## src/rtl/axis_check_module_if.sv

```systemverilog
// Receive-side AXI4-Stream bundle (no tready) carrying MAC RX beats into
// the traffic checker.
interface axis_check_module_if;
  logic         tvalid;
  logic [255:0] tdata;
  logic [31:0]  tkeep;
  logic         tlast;
  logic         tuser;

  modport master (output tvalid, tdata, tkeep, tlast, tuser);
  modport slave  (input  tvalid, tdata, tkeep, tlast, tuser);
endinterface

```

## src/rtl/axis_check_module.sv

```systemverilog
// Per-port 40G RX traffic checker: validates generator-format frames
// (sequence, length field, byte pattern, tkeep shape, FCS) and keeps
// saturating statistics counters.
module axis_check_module #(
  parameter int P_MIN_LENGTH = 64,
  parameter int P_MAX_LENGTH = 9600,
  parameter int P_CNT_WIDTH  = 32
) (
  input  logic                   i_clk,
  input  logic                   i_rst,
  input  logic                   i_stat_rx_status,
  axis_check_module_if.slave     s_axis_rx,
  output logic [P_CNT_WIDTH-1:0] o_frame_cnt,
  output logic [P_CNT_WIDTH-1:0] o_good_cnt,
  output logic [P_CNT_WIDTH-1:0] o_err_cnt,
  output logic [P_CNT_WIDTH-1:0] o_fcs_err_cnt,
  output logic [P_CNT_WIDTH-1:0] o_seq_err_cnt,
  output logic [P_CNT_WIDTH-1:0] o_byte_cnt,
  output logic                   o_err_pulse,
  output logic [2:0]             o_last_err_code
);

  localparam logic [15:0] MIN_LEN = 16'(P_MIN_LENGTH);
  localparam logic [15:0] MAX_LEN = 16'(P_MAX_LENGTH);

  localparam logic [2:0] CODE_NONE = 3'd0;
  localparam logic [2:0] CODE_PAT  = 3'd1;
  localparam logic [2:0] CODE_LEN  = 3'd2;
  localparam logic [2:0] CODE_SIZE = 3'd3;
  localparam logic [2:0] CODE_KEEP = 3'd4;
  localparam logic [2:0] CODE_FCS  = 3'd5;

  typedef enum logic [0:0] {S_IDLE, S_BODY} state_t;

  state_t state, state_nxt;

  // 16-bit frame byte accumulator add that sticks at all-ones
  function automatic logic [15:0] sat_add16(input logic [15:0] a, input logic [5:0] b);
    logic [16:0] s;
    s = {1'b0, a} + {11'd0, b};
    return s[16] ? 16'hFFFF : s[15:0];
  endfunction

  // Statistics counter add that sticks at all-ones
  function automatic logic [P_CNT_WIDTH-1:0] sat_add_cnt(input logic [P_CNT_WIDTH-1:0] a,
                                                         input logic [15:0] b);
    logic [P_CNT_WIDTH:0] s;
    logic [P_CNT_WIDTH:0] bx;
    bx = '0;
    bx[15:0] = b;
    s = {1'b0, a} + bx;
    return s[P_CNT_WIDTH] ? {P_CNT_WIDTH{1'b1}} : s[P_CNT_WIDTH-1:0];
  endfunction

  function automatic logic [5:0] popcnt32(input logic [31:0] k);
    logic [5:0] c;
    c = '0;
    for (int i = 0; i < 32; i++) c = c + {5'd0, k[i]};
    return c;
  endfunction

  // Body beats must be full; the last beat must be a non-empty run from lane 0
  function automatic logic keep_bad(input logic [31:0] k, input logic last);
    if (last) return (k == 32'd0) || ((k & (k + 32'd1)) != 32'd0);
    return k != 32'hFFFFFFFF;
  endfunction

  // Byte k of the frame must equal k[7:0]; header lanes of beat 0 are exempt.
  // Only beat[2:0] matters because the pattern repeats every 256 bytes.
  function automatic logic pattern_bad(input logic [255:0] d, input logic [31:0] k,
                                       input logic [2:0] beat, input logic first);
    logic       bad;
    logic [7:0] exp_b;
    bad = 1'b0;
    for (int j = 0; j < 32; j++) begin
      exp_b = {beat, 5'd0} + 8'(j);
      if (k[j] && !(first && j < 6) && (d[8*j +: 8] != exp_b)) bad = 1'b1;
    end
    return bad;
  endfunction

  // Frame accumulators (data path, overwritten by every first beat)
  logic [15:0] acc_bytes;
  logic        acc_keep_err;
  logic        acc_pat_err;
  logic [31:0] seq_hold;
  logic [15:0] len_hold;
  logic [2:0]  beat_idx;

  // Sequence tracking
  logic        seq_sync;
  logic [31:0] seq_exp;

  // Stage 0 combinational view of the incoming beat
  logic        beat_p0, first_p0, fin_p0;
  logic [2:0]  beat_lo_p0;
  logic [15:0] bytes_p0, len_p0;
  logic [31:0] seq_p0;
  logic        keep_err_p0, pat_err_p0, size_err_p0, len_err_p0, fcs_err_p0;
  logic        seq_err_p0, bad_p0;
  logic [2:0]  code_p0;

  assign beat_p0  = s_axis_rx.tvalid && i_stat_rx_status;
  assign first_p0 = (state == S_IDLE);
  assign fin_p0   = beat_p0 && s_axis_rx.tlast;

  // FSM state register
  always_ff @(posedge i_clk) begin
    if (i_rst) state <= S_IDLE;
    else       state <= state_nxt;
  end

  // FSM next state: link loss always aborts back to idle
  always_comb begin
    state_nxt = state;
    if (!i_stat_rx_status)  state_nxt = S_IDLE;
    else if (beat_p0)       state_nxt = s_axis_rx.tlast ? S_IDLE : S_BODY;
  end

  // Merge the current beat into the running frame flags and verdict
  always_comb begin
    beat_lo_p0  = first_p0 ? 3'd0 : beat_idx;
    seq_p0      = first_p0 ? s_axis_rx.tdata[31:0]  : seq_hold;
    len_p0      = first_p0 ? s_axis_rx.tdata[47:32] : len_hold;
    bytes_p0    = sat_add16(first_p0 ? 16'd0 : acc_bytes,
                            s_axis_rx.tlast ? popcnt32(s_axis_rx.tkeep) : 6'd32);
    keep_err_p0 = (!first_p0 && acc_keep_err) || keep_bad(s_axis_rx.tkeep, s_axis_rx.tlast);
    pat_err_p0  = (!first_p0 && acc_pat_err) ||
                  pattern_bad(s_axis_rx.tdata, s_axis_rx.tkeep, beat_lo_p0, first_p0);
    size_err_p0 = (bytes_p0 < MIN_LEN) || (bytes_p0 > MAX_LEN);
    len_err_p0  = (len_p0 != bytes_p0);
    fcs_err_p0  = s_axis_rx.tuser;
    seq_err_p0  = fin_p0 && !fcs_err_p0 && seq_sync && (seq_p0 != seq_exp);
    code_p0     = CODE_NONE;
    if (fcs_err_p0)       code_p0 = CODE_FCS;
    else if (keep_err_p0) code_p0 = CODE_KEEP;
    else if (size_err_p0) code_p0 = CODE_SIZE;
    else if (len_err_p0)  code_p0 = CODE_LEN;
    else if (pat_err_p0)  code_p0 = CODE_PAT;
    bad_p0      = (code_p0 != CODE_NONE);
  end

  // Carry frame accumulators across beats
  always_ff @(posedge i_clk) begin
    if (beat_p0) begin
      acc_bytes    <= bytes_p0;
      acc_keep_err <= keep_err_p0;
      acc_pat_err  <= pat_err_p0;
      seq_hold     <= seq_p0;
      len_hold     <= len_p0;
      beat_idx     <= beat_lo_p0 + 3'd1;
    end
  end

  // Sequence sync: cleared on reset or link loss, FCS-bad frames leave it alone
  always_ff @(posedge i_clk) begin
    if (i_rst || !i_stat_rx_status) begin
      seq_sync <= 1'b0;
    end else if (fin_p0 && !fcs_err_p0) begin
      seq_sync <= 1'b1;
      seq_exp  <= seq_p0 + 32'd1;
    end
  end

  // Stage 1: registered verdict, statistics and sticky error code
  always_ff @(posedge i_clk) begin
    if (i_rst) begin
      o_frame_cnt     <= '0;
      o_good_cnt      <= '0;
      o_err_cnt       <= '0;
      o_fcs_err_cnt   <= '0;
      o_seq_err_cnt   <= '0;
      o_byte_cnt      <= '0;
      o_err_pulse     <= 1'b0;
      o_last_err_code <= CODE_NONE;
    end else begin
      o_err_pulse <= fin_p0 && bad_p0;
      if (fin_p0) begin
        o_frame_cnt <= sat_add_cnt(o_frame_cnt, 16'd1);
        if (bad_p0) begin
          o_err_cnt       <= sat_add_cnt(o_err_cnt, 16'd1);
          o_last_err_code <= code_p0;
        end else begin
          o_good_cnt <= sat_add_cnt(o_good_cnt, 16'd1);
          o_byte_cnt <= sat_add_cnt(o_byte_cnt, bytes_p0);
        end
        if (fcs_err_p0) o_fcs_err_cnt <= sat_add_cnt(o_fcs_err_cnt, 16'd1);
        if (seq_err_p0) o_seq_err_cnt <= sat_add_cnt(o_seq_err_cnt, 16'd1);
      end
    end
  end

endmodule
```

## src/flat_wrapper.sv

```systemverilog
// flat-port wrapper written by rule: the top's interface ports become plain ports
module axis_check_module_flat 
#(
  parameter int P_MIN_LENGTH = 64,
  parameter int P_MAX_LENGTH = 9600,
  parameter int P_CNT_WIDTH  = 32
)
  (i_clk, i_rst, i_stat_rx_status, o_frame_cnt, o_good_cnt, o_err_cnt, o_fcs_err_cnt, o_seq_err_cnt, o_byte_cnt, o_err_pulse, o_last_err_code, s_axis_rx_tvalid, s_axis_rx_tdata, s_axis_rx_tkeep, s_axis_rx_tlast, s_axis_rx_tuser);
  axis_check_module_if s_axis_rx_i ();
  input  logic i_clk;
  input  logic i_rst;
  input  logic i_stat_rx_status;
  output logic [P_CNT_WIDTH-1:0] o_frame_cnt;
  output logic [P_CNT_WIDTH-1:0] o_good_cnt;
  output logic [P_CNT_WIDTH-1:0] o_err_cnt;
  output logic [P_CNT_WIDTH-1:0] o_fcs_err_cnt;
  output logic [P_CNT_WIDTH-1:0] o_seq_err_cnt;
  output logic [P_CNT_WIDTH-1:0] o_byte_cnt;
  output logic o_err_pulse;
  output logic [2:0] o_last_err_code;
  input wire logic [$bits(s_axis_rx_i.tvalid)-1:0] s_axis_rx_tvalid;
  input wire logic [$bits(s_axis_rx_i.tdata)-1:0] s_axis_rx_tdata;
  input wire logic [$bits(s_axis_rx_i.tkeep)-1:0] s_axis_rx_tkeep;
  input wire logic [$bits(s_axis_rx_i.tlast)-1:0] s_axis_rx_tlast;
  input wire logic [$bits(s_axis_rx_i.tuser)-1:0] s_axis_rx_tuser;
  assign s_axis_rx_i.tvalid = s_axis_rx_tvalid;
  assign s_axis_rx_i.tdata = s_axis_rx_tdata;
  assign s_axis_rx_i.tkeep = s_axis_rx_tkeep;
  assign s_axis_rx_i.tlast = s_axis_rx_tlast;
  assign s_axis_rx_i.tuser = s_axis_rx_tuser;
  axis_check_module #(.P_MIN_LENGTH(P_MIN_LENGTH), .P_MAX_LENGTH(P_MAX_LENGTH), .P_CNT_WIDTH(P_CNT_WIDTH)) u_core (.i_clk(i_clk), .i_rst(i_rst), .i_stat_rx_status(i_stat_rx_status), .s_axis_rx(s_axis_rx_i), .o_frame_cnt(o_frame_cnt), .o_good_cnt(o_good_cnt), .o_err_cnt(o_err_cnt), .o_fcs_err_cnt(o_fcs_err_cnt), .o_seq_err_cnt(o_seq_err_cnt), .o_byte_cnt(o_byte_cnt), .o_err_pulse(o_err_pulse), .o_last_err_code(o_last_err_code));
endmodule
```

## config.mk

```make
export PLATFORM = sky130hd
export DESIGN_NAME = axis_check_module_flat
export DESIGN_NICKNAME = d
export VERILOG_FILES = /design/src/rtl/axis_check_module_if.sv /design/src/rtl/axis_check_module.sv /design/src/flat_wrapper.sv
export SDC_FILE = /design/constraint.sdc
export NUM_CORES = 1
export LEC_CHECK = 0
export CELL_PAD_IN_SITES_DETAIL_PLACEMENT = 0
export CELL_PAD_IN_SITES_GLOBAL_PLACEMENT = 1
export CORE_MARGIN = 1.5
export CORE_UTILIZATION = 38
export DETAILED_ROUTE_END_ITERATION = 10
export PLACE_DENSITY = 0.91
export SLEW_MARGIN = 15
export SYNTH_ARGS = -nofsm -noshare
export SYNTH_HDL_FRONTEND = slang
export SYNTH_SLANG_ARGS = --single-unit
```

## constraint.sdc

```tcl
create_clock -name i_clk -period 11.6 [get_ports i_clk]
set_input_delay 1.16 -clock i_clk [delete_from_list [all_inputs] [get_ports i_clk]]
set_output_delay 1.16 -clock i_clk [all_outputs]
set_load 0.02 [all_outputs]
```

==> run summary <==
The run finished with clean final reports. The run gives 26.77% as the overall track demand over capacity in global routing. For this run, the share of the core covered by cells in the final layout is 50.92%. The Yosys step of the flow raised 0 warnings. The worst endpoint data arrival time is 11,120 ps. STA classifies the critical path startpoint as a primary input.

The tools report the standard cell area after detailed placement as 25,570 µm². The initial antenna violation count came out at 10. The starting density of the core is 38.40%. The number of hold violations in the final report is 0, and the number of nets produced by synthesis is 2,682.

The final route contains 20.48k vias. The data required time of the critical path is 12,020 ps, and the routability-driven placement congestion ratio is 0.9593. From synthesis to final layout, the design area changed by 32.59%.

The dominant cell by count in the synthesized netlist was sky130_fd_sc_hd__dfxtp_1. The worst setup path is of the primary input to flip-flop kind. The logs give 299 for the clock sink count and 0 for the total DRC errors in the routed layout.

For this design the static power due to leakage is 9.316 nW. By area the synthesized netlist is led by sky130_fd_sc_hd__dfxtp_1 20%, sky130_fd_sc_hd__edfxtp_1 15%, sky130_fd_sc_hd__xnor2_1 4.7%. The cell repeated most along the worst path was sky130_fd_sc_hd__fa_1. After routing the design area is 26,700 µm². For this run, the detailed router's first-pass iteration total came to 5. Measured against its own limit, the worst slew margin works out to 23.48%. In this run the remaining antenna-violating nets after routing total 0. The post-layout minimum cycle time is 10,700 ps, and the number of enable-type register cells in the synthesized netlist is 101. Among all stages on the critical path, the largest delay is contributed by sky130_fd_sc_hd__clkdlybuf4s50_1. At the end of the flow, the number of nets in the layout was 3,112. The worst clock skew on the final layout was 16.81 ps; the detailed placement HPWL was 57,300 µm. Input and output buffers added on the ports amount to 489. For this run, the register share of the synthesized area comes to 34.74%.

The post-detailed-routing wire length is 76,620 µm. The clock insertion delay at the later pin of the skew report was 530 ps; the count of final setup violators was 0. The placeable core region was 52,450 µm²; the highest clock frequency the design can meet was 0.09350 GHz.

The total negative slack was 0 ps. Setup repair after global routing left no endpoint under its margin. Dividing total power by cell area gives a power density of 125.9 nW/µm². The tools report the total grt overflow as 0. The die is 233.2 µm wide. The reg-to-reg critical path startpoint is u_core.state. The number of gates resized after CTS was 0. The type of element capturing the critical path is a flip-flop. For the gate count after technology mapping, the log shows 2,323. In the final layout, the share of cells above drive strength 1 is 5.364%.

The largest fanout on the critical path was 19. The share of the clock period used by the worst path came out at 92.20%. No sink is reached through more buffers than the 3 on the longest clock path. The clock-pin transition on the worst setup and hold timing paths was 60 ps.

TritonCTS built the clock tree. The number of slew-limit violations in the final report is 0. Summing every instance area after synthesis gives 20,140 µm².

The number of storage elements in the synthesis netlist was 299. Ranked by instance count, the synthesized netlist is headed by 198 x sky130_fd_sc_hd__dfxtp_1, 189 x sky130_fd_sc_hd__nand2_1, 168 x sky130_fd_sc_hd__a21oi_1. Classification of the worst-slack hold path: flip-flop to flip-flop. Routed length per placed instance: 22.08 µm. The netlist uses 96 different library cells. The largest single stage delay on the critical path is 620 ps.

After layout, the design draws a total of 3.363 mW. Wire length of the first global-routing pass: 114,100 µm. Fraction of synthesized cell area taken by the top area cell type: 19.68%. The vertical die dimension was 233.2 µm; the via count of the first global-routing pass was 19.77k. The most used flip-flop cell after synthesis is sky130_fd_sc_hd__dfxtp_1. The average via count per standard cell works out to 5.901.

At the pin with the least slew margin, the transition time is 1148 ps. For the maximum number of pins on one net before global-route repair, the log shows 106. In this run, the number of DRC markers left after iteration 0 of detailed routing was 1,611. Die outline area: 54,390 µm². The critical path startpoint is s_axis_rx_tkeep[1]. The worst-case IR drop observed on VDD is 137.2 µV.

In this run the count of I/O pins placed on the die edge is 490. Counting tap cells, the placed design contains a total of 3,404 instances. In this run, CTS created clock tree buffers numbering 35. In this run the number of H-tree levels came out at 2. The number of hold buffers added after cts was 0; the share of flip-flops with an asynchronous set or reset was 0%. The count of cells in the finished layout, fillers not included, comes to 3,470. In this run the clock root is driven by a sky130_fd_sc_hd__clkbuf_16.

In this run the most critical hold path is launched from u_core.seq_sync. sky130_fd_sc_hd__dfxtp_1 takes more of the synthesized area than any other cell. Each instance of the synthesized netlist takes up on average 8.670 µm². Post-CTS timing repair inserted 0 buffers for setup. The floorplan row count is 84. The tools report the total of max-cap violations as 0.
-- state kept, by name, indices dropped and copies added, names as in the netlist --
register and count:
u_core.state 1, u_core.seq_sync 1, u_core.acc_pat_err 1, u_core.beat_idx 3, u_core.o_good_cnt 32, u_core.o_err_cnt 32, u_core.o_seq_err_cnt 32, u_core.acc_bytes 16
u_core.o_byte_cnt 32, u_core.o_last_err_code 3, u_core.acc_keep_err 1, u_core.seq_exp 32, u_core.len_hold 16, u_core.o_fcs_err_cnt 32, u_core.seq_hold 32, u_core.o_frame_cnt 32
u_core.o_err_pulse 1
-- final cells by class --
type                    count  area (µm²)
fillers                  4833       25740
multi-input cells        1766       12100
flip-flops and latches    299        7000
repair buffers            515        5104
clock buffers              52        1041
well taps                 688       860.8
inverters                 136       510.5
clock inverters            10       77.57
diodes                      4       10.01
-- where the power goes --
group          internal, mW  switching (mW)  total, mW
logic                 0.508           0.637       1.14
clock network         0.625           0.461       1.09
registers              1.12          0.0115       1.13
total                  2.25            1.11       3.36
-- placed cells by master, fill, tap and decap left out, types with 45 or more instances in the layout --
cell,Yosys,layout
sky130_fd_sc_hd__a21oi_1,168,168
sky130_fd_sc_hd__a311oi_1,57,57
sky130_fd_sc_hd__a31oi_1,45,45
sky130_fd_sc_hd__and3_1,76,75
sky130_fd_sc_hd__clkdlybuf4s50_1,0,488
sky130_fd_sc_hd__dfxtp_1,198,197
sky130_fd_sc_hd__edfxtp_1,101,101
sky130_fd_sc_hd__inv_1,134,134
sky130_fd_sc_hd__nand2_1,189,189
sky130_fd_sc_hd__nand3_1,120,120
sky130_fd_sc_hd__nand4_1,55,55
sky130_fd_sc_hd__nor2_1,133,131
sky130_fd_sc_hd__nor3_1,65,64
sky130_fd_sc_hd__o21ai_0,45,45
sky130_fd_sc_hd__xnor2_1,109,109
sky130_fd_sc_hd__xor2_1,95,95
-- per-layer routing --
metal	wire length [µm]	share of wire (%)	global-route usage [%]	vias to the layer above
met4	3532	4.6	12.10	12
met1	29640	39	31.08	9844
met3	6674	8.7	6.848	180
met2	36700	48	46.12	854
met5	67	0.087	0	-
li1	-	-	-	9587
-- cell families after synthesis --
group / share of synthesized area [%]
DFF: 34.74
adders and majority gates: 5.007
xor gates and xnor gates: 8.871
AOI/OAI and AO/OA: 20.76
buffers and inverters: 5.299
muxes: 3.063
and+or+nand+nor: 22.26
-- final timing paths --
path                           endpoint  slack (ps)  depth (start not counted)
setup / recovery  u_core.o_byte_cnt[21]         900                         36
hold reg to reg         u_core.seq_sync         470                          2
hold / removal          u_core.seq_sync         470                          2
setup reg to reg  u_core.o_byte_cnt[21]        5280                         20
-- worst max-delay path, delay by kind of cell --
kind	cells	cell delay, ps
xor+xnor	1	120
compound gates	11	2290
buf+inv	6	1230
fa+ha+maj	12	4980
simple gates	6	1300
-- through the flow --
stage,hold slack (ps),setup WS (ps)
after floorplan,431.7,1665
after global placement,447.5,661.8
after detailed placement,461.1,443.0
after CTS,475.1,967.2
after global routing,523.5,380.1
final,472.3,904.5
Note: power is estimated with default switching activity, not from simulation.
